`src/rtl/tx_arbiter_if.sv`:
```
// Bundle between the byte sources, the arbiter and the shared serial transmitter.
// master: requester/transmitter side; slave: the arbiter itself.
interface tx_arbiter_if #(
   parameter int unsigned N = 4
);
   logic [N-1:0]   req;
   logic [8*N-1:0] req_data;
   logic [N-1:0]   grant;
   logic [N-1:0]   done;
   logic           busy;
   logic           send_en;
   logic [7:0]     send_data;
   logic           send_done;
   logic           err;

   modport master (
      output req, req_data, send_done,
      input  grant, done, busy, send_en, send_data, err
   );

   modport slave (
      input  req, req_data, send_done,
      output grant, done, busy, send_en, send_data, err
   );
endinterface

```
`src/rtl/tx_arbiter.sv`:
```
// Round-robin arbiter sharing one serial byte transmitter among N requesters.
// Optional `TX_TIMEOUT_EN adds a SEND watchdog that aborts with an err pulse.
module tx_arbiter #(
   parameter int unsigned N              = 4,
   parameter int unsigned GAP_CYCLES     = 2,
   parameter int unsigned TIMEOUT_CYCLES = 1024
) (
   input  logic         clk,
   input  logic         rst,
   tx_arbiter_if.slave  bus
);
   localparam int unsigned PW = $clog2(N);
   localparam int unsigned GW = $clog2(GAP_CYCLES + 1);

   typedef enum logic [1:0] {S_IDLE, S_SEND, S_GAP} state_t;

   state_t          r_state;
   logic [PW-1:0]   r_ptr;
   logic [PW-1:0]   r_idx;
   logic [GW-1:0]   r_gap_cnt;
   logic [N-1:0]    r_grant;
   logic [N-1:0]    r_done;
   logic            r_busy;
   logic            r_send_en;
   logic [7:0]      r_send_data;

   logic            w_found;
   logic [PW-1:0]   w_idx;
   logic [7:0]      w_byte;
   logic            w_timeout;
   int              w_cand;

   // First requester at or after r_ptr, wrapping explicitly at N-1
   always_comb begin
      w_found = 1'b0;
      w_idx   = '0;
      w_cand  = 0;
      w_byte  = '0;
      for (int i = 0; i < N; i++) begin
         w_cand = int'(r_ptr) + i;
         if (w_cand > int'(N - 1)) w_cand = w_cand - int'(N);
         if (!w_found && bus.req[PW'(w_cand)]) begin
            w_found = 1'b1;
            w_idx   = PW'(w_cand);
         end
      end
      for (int i = 0; i < N; i++) begin
         if (w_idx == PW'(i)) w_byte = bus.req_data[8*i +: 8];
      end
   end

   always_ff @(posedge clk) begin
      if (rst) begin
         r_state     <= S_IDLE;
         r_ptr       <= '0;
         r_idx       <= '0;
         r_gap_cnt   <= '0;
         r_grant     <= '0;
         r_done      <= '0;
         r_busy      <= 1'b0;
         r_send_en   <= 1'b0;
         r_send_data <= '0;
      end else begin
         r_done <= '0;
         unique case (r_state)
            S_IDLE: begin
               if (w_found) begin
                  r_idx       <= w_idx;
                  r_grant     <= N'(1) << w_idx;
                  r_send_data <= w_byte;
                  r_send_en   <= 1'b1;
                  r_busy      <= 1'b1;
                  r_state     <= S_SEND;
               end
            end
            S_SEND: begin
               if (bus.send_done || w_timeout) begin
                  r_send_en <= 1'b0;
                  r_done    <= r_grant;
                  r_grant   <= '0;
                  r_ptr     <= (r_idx == PW'(N - 1)) ? '0 : r_idx + 1'b1;
                  r_gap_cnt <= '0;
                  r_state   <= S_GAP;
               end
            end
            S_GAP: begin
               // The done cycle is the first GAP cycle
               if (r_gap_cnt == GW'(GAP_CYCLES - 1)) begin
                  r_gap_cnt <= '0;
                  r_busy    <= 1'b0;
                  r_state   <= S_IDLE;
               end else begin
                  r_gap_cnt <= r_gap_cnt + 1'b1;
               end
            end
            default: r_state <= S_IDLE;
         endcase
      end
   end

`ifdef TX_TIMEOUT_EN
   localparam int unsigned TW = $clog2(TIMEOUT_CYCLES + 1);

   logic [TW-1:0] r_wdog;
   logic          r_err;

   assign w_timeout = (r_wdog == TW'(TIMEOUT_CYCLES - 1));

   // Watchdog sits at zero outside SEND, so it is clear on every SEND entry
   always_ff @(posedge clk) begin
      if (rst) begin
         r_wdog <= '0;
         r_err  <= 1'b0;
      end else begin
         r_err <= (r_state == S_SEND) && w_timeout && !bus.send_done;
         if (r_state == S_SEND) r_wdog <= r_wdog + 1'b1;
         else                   r_wdog <= '0;
      end
   end

   assign bus.err = r_err;
`else
   logic w_unused_timeout;
   assign w_unused_timeout = (TIMEOUT_CYCLES == 0);
   assign w_timeout        = 1'b0;
   assign bus.err          = 1'b0;
`endif

   assign bus.grant     = r_grant;
   assign bus.done      = r_done;
   assign bus.busy      = r_busy;
   assign bus.send_en   = r_send_en;
   assign bus.send_data = r_send_data;
endmodule
```
`src/flat_wrapper.sv`:
```
// flat-port wrapper written by rule: the top's interface ports become plain ports
module tx_arbiter_flat 
#(
   parameter int unsigned N              = 4,
   parameter int unsigned GAP_CYCLES     = 2,
   parameter int unsigned TIMEOUT_CYCLES = 1024
)
  (clk, rst, bus_req, bus_req_data, bus_send_done, bus_grant, bus_done, bus_busy, bus_send_en, bus_send_data, bus_err);
  tx_arbiter_if #(.N(N)) bus_i ();
  input  logic clk;
  input  logic rst;
  input wire logic [$bits(bus_i.req)-1:0] bus_req;
  input wire logic [$bits(bus_i.req_data)-1:0] bus_req_data;
  input wire logic [$bits(bus_i.send_done)-1:0] bus_send_done;
  output wire logic [$bits(bus_i.grant)-1:0] bus_grant;
  output wire logic [$bits(bus_i.done)-1:0] bus_done;
  output wire logic [$bits(bus_i.busy)-1:0] bus_busy;
  output wire logic [$bits(bus_i.send_en)-1:0] bus_send_en;
  output wire logic [$bits(bus_i.send_data)-1:0] bus_send_data;
  output wire logic [$bits(bus_i.err)-1:0] bus_err;
  assign bus_i.req = bus_req;
  assign bus_i.req_data = bus_req_data;
  assign bus_i.send_done = bus_send_done;
  assign bus_grant = bus_i.grant;
  assign bus_done = bus_i.done;
  assign bus_busy = bus_i.busy;
  assign bus_send_en = bus_i.send_en;
  assign bus_send_data = bus_i.send_data;
  assign bus_err = bus_i.err;
  tx_arbiter #(.N(N), .GAP_CYCLES(GAP_CYCLES), .TIMEOUT_CYCLES(TIMEOUT_CYCLES)) u_core (.clk(clk), .rst(rst), .bus(bus_i));
endmodule
```
`config.mk`:
```
export PLATFORM = sky130hd
export DESIGN_NAME = tx_arbiter_flat
export DESIGN_NICKNAME = d
export VERILOG_FILES = /design/src/rtl/tx_arbiter_if.sv /design/src/rtl/tx_arbiter.sv /design/src/flat_wrapper.sv
export SDC_FILE = /design/constraint.sdc
export NUM_CORES = 1
export LEC_CHECK = 0
export CAP_MARGIN = 10
export CORE_ASPECT_RATIO = 0.5
export CORE_UTILIZATION = 35
export DETAILED_ROUTE_END_ITERATION = 10
export GPL_ROUTABILITY_DRIVEN = 0
export MAX_ROUTING_LAYER = met4
export PLACE_DENSITY = 0.78
export SYNTH_ARGS = -nofsm -noshare
export SYNTH_HDL_FRONTEND = slang
export SYNTH_SLANG_ARGS = --single-unit
```
`constraint.sdc`:
```
create_clock -name clk -period 2.2 [get_ports clk]
set_clock_uncertainty 0.05 [all_clocks]
set_input_delay 0.55 -clock clk [delete_from_list [all_inputs] [get_ports clk]]
set_output_delay 0.55 -clock clk [all_outputs]
set_load 0.01 [all_outputs]
```
==> out/results.tsv <==
metric	value	unit
syn_avg_cell_area	8.56	um2
r2r-end	u_core.bus.send_data[5]$_SDFFE_PP0P_	
synthAdderAreaFrac	0.00880	
area_growth	57.3	%
path_buf_inv	3	
synth-seq-area-share	0.366	
worstSetupPathType	input port to flip-flop	
cts_tree	built	
synth_cell_types	39	
nFillCells	306	
rows	15	
grt-ovfl-total	0	
num-nets-final	273	
synth_area_leaders	dfxtp_1, nand3_1, a41oi_2	
clk_pin_slew	100	ps
synth_xor_area_frac	0	
slew_viol_final	0	
hold_end	u_core.bus.send_en$_SDFFE_PP0P_	
clkLatencyLatePin	280	ps
layout_common_cells	clkdlybuf4s50_1, dfxtp_1, nand3_1, buf_4, nand2_1	
fp.dieW	92.1	um
postLayoutCoreUtil	0.611	
syn_nets	206	
r2r_start	u_core.r_ptr[1]$_SDFFE_PP0P_	
first_pass_iters	4	
setup_viol	0	
finalPower	1.34	mW
cts-htree-levels	1	
placed_cell_area	0.00213	mm2
hp-start	u_core.bus.send_en$_SDFFE_PP0P_	
outcome	completed	
drive_gt1_frac	0.172	
power_density	598	mW/mm2
ys_warn_count	0	
antenna_found_initial	0	
clockBufferDepth	2	
synth_ff_type	dfxtp_1	
start_util	0.388	
io_buffers	56	
drtAntennaViolNets	0	
cp_slowest_stage_delay	570	ps
grt_use_total	0.203	
drc	0	
vias_per_cell	5.29	
totalWireLength	4150	um
hpwl	3070	um
coreArea	0.00366	mm2
critical_path_arrival	2280	ps
grt_start_max_net_pins	26	
clock_tree.root_cell	clkbuf_8	
hold_class	flip-flop to flip-flop	
ff_latch_area	520	um2
start_kind	input port	
wl_per_cell	14.6	um
critical-path-top-delay-family	buffers and inverters	
grt_pass1_wl	6530	um
ctsHoldBuffers	0	
slowest_stage	clkdlybuf4s50_1	
timing.fmax	0.470	GHz
holdWs	422	ps
synth_seq_cells	26	
synth_top_family_by_area	simple AND/OR/NAND/NOR gates	
synth-simple-area-share	0.313	
cts.sinks	26	
synth_mux_area_frac	0.0352	
worstPathMaxFanout	11	
layout_commonest_cell	clkdlybuf4s50_1	
ys_async_sr_fraction	0	
first_iter_violations	53	
netlist_instances	166	
cts_buffers	3	
cp.required	2360	ps
pin_count	58	
r2r_cells	5	
synth_area	0.00142	mm2
crit_chain	clkdlybuf4s50_1, nor4_1, buf_4, or3_4, buf_12, a211o_1, a41oi_2	
yosysTopAreaCell	dfxtp_1	
synth_top_area_share	0.366	
p_leak	0.844	nW
multi_input_area	850	um2
via_count	1498	
antennaDiodeCount	0	
fin_area	0.00224	mm2
die_area	0.00434	mm2
synth_compound_gate_area_share	0.224	
fin_crit	2130	ps
rsz0062_at_grt	false	
hold_viol	0	
vdd_drop_max	0.304	mV
timing.reg2reg.setup_slack	420	ps
cap_viol_max_count	0	
endpoint_kind	flip-flop	
hold-path-cell-count	2	
tns	0	ps
fin_crit_sh	0.966	
synth-edff-count	0	
grt_pass1_vias	1402	
die_h	47.1	um
## cells in the mapped netlist (3+ instances only)
cell	instances
nand2_1	15
a211o_1	6
nor2b_1	3
dfxtp_1	26
o21ai_0	8
buf_2	4
a21oi_1	13
a41oi_2	5
nor2_1	8
nand3b_1	4
nor3_1	4
and2_1	4
nand2b_1	6
clkbuf_1	4
nand3_1	22
mux2i_1	5
## power breakdown
group          total (mW)  switching (mW)  leakage (nW)  internal, mW
Sequential          0.537          0.0296         0.213         0.507
Clock               0.408           0.164        0.0357         0.244
Combinational       0.393           0.168         0.596         0.225
Total                1.34           0.361         0.844         0.977
## worst min-delay path, cell delays in order, from the launching register on
cell and delay [ps]:
dfxtp_1 330, nand2_1 60, a21oi_1 50
## cell type report
class,count,area share
sequential,26,0.233
inverter,2,0.00336
clock buffer,3,0.0185
clock inverter,1,0.0134
multi-input combinational,126,0.380
tap,51,0.0285
timing repair buffer,74,0.323
## sequential cells by signal, summed over array words and instances, names as in the netlist
signal                flops
u_core.r_state            2
u_core.r_gap_cnt          2
u_core.r_ptr              2
u_core.bus.done           4
u_core.bus.send_data      8
u_core.bus.busy           1
u_core.r_idx              2
u_core.bus.grant          4
u_core.bus.send_en        1
## what timing repair did
action	CTS	global route
hold endpoints to repair	0	0
endpoints found under the setup margin	1	4
pin swaps	0	1
resized for setup	3	4
setup buffers	0	1
## stage by stage
step                      instances  setup WS [ps]
after floorplan                 166            382
after global placement          278           -230
after detailed placement        278           -274
after CTS                       282           20.1
after global routing            283           8.67
final                           283           74.3
## cells by family after synthesis
kind of cell | count (synthesis)
AO/OA/AOI/OAI | 40
adder cells (fa/ha/maj) | 1
buffers and inverters | 14
flip-flops | 26
multiplexers | 5
other | 1
AND/OR/NAND/NOR | 79
## worst max-delay path by stage
stage,from,end,cells after the start
after floorplan,bus_req[0],u_core.bus.send_data[0]$_SDFFE_PP0P_,6
after global placement,bus_req[0],u_core.bus.send_data[7]$_SDFFE_PP0P_,6
after detailed placement,bus_req[0],u_core.bus.send_data[0]$_SDFFE_PP0P_,7
after CTS,bus_req[3],u_core.bus.send_data[4]$_SDFFE_PP0P_,6
after global routing,bus_req[1],u_core.bus.send_data[4]$_SDFFE_PP0P_,8
final,bus_req[3],u_core.bus.send_data[5]$_SDFFE_PP0P_,7
## per-layer routing
layer	part of all wire	vias up	track usage
li1	-	735	-
met1	0.48	728	0.261
met2	0.49	28	0.340
met3	0.025	7	0.0291
met4	0.011	0	0.0656
met5	0	-	-
(Power assumes the default switching activity.)
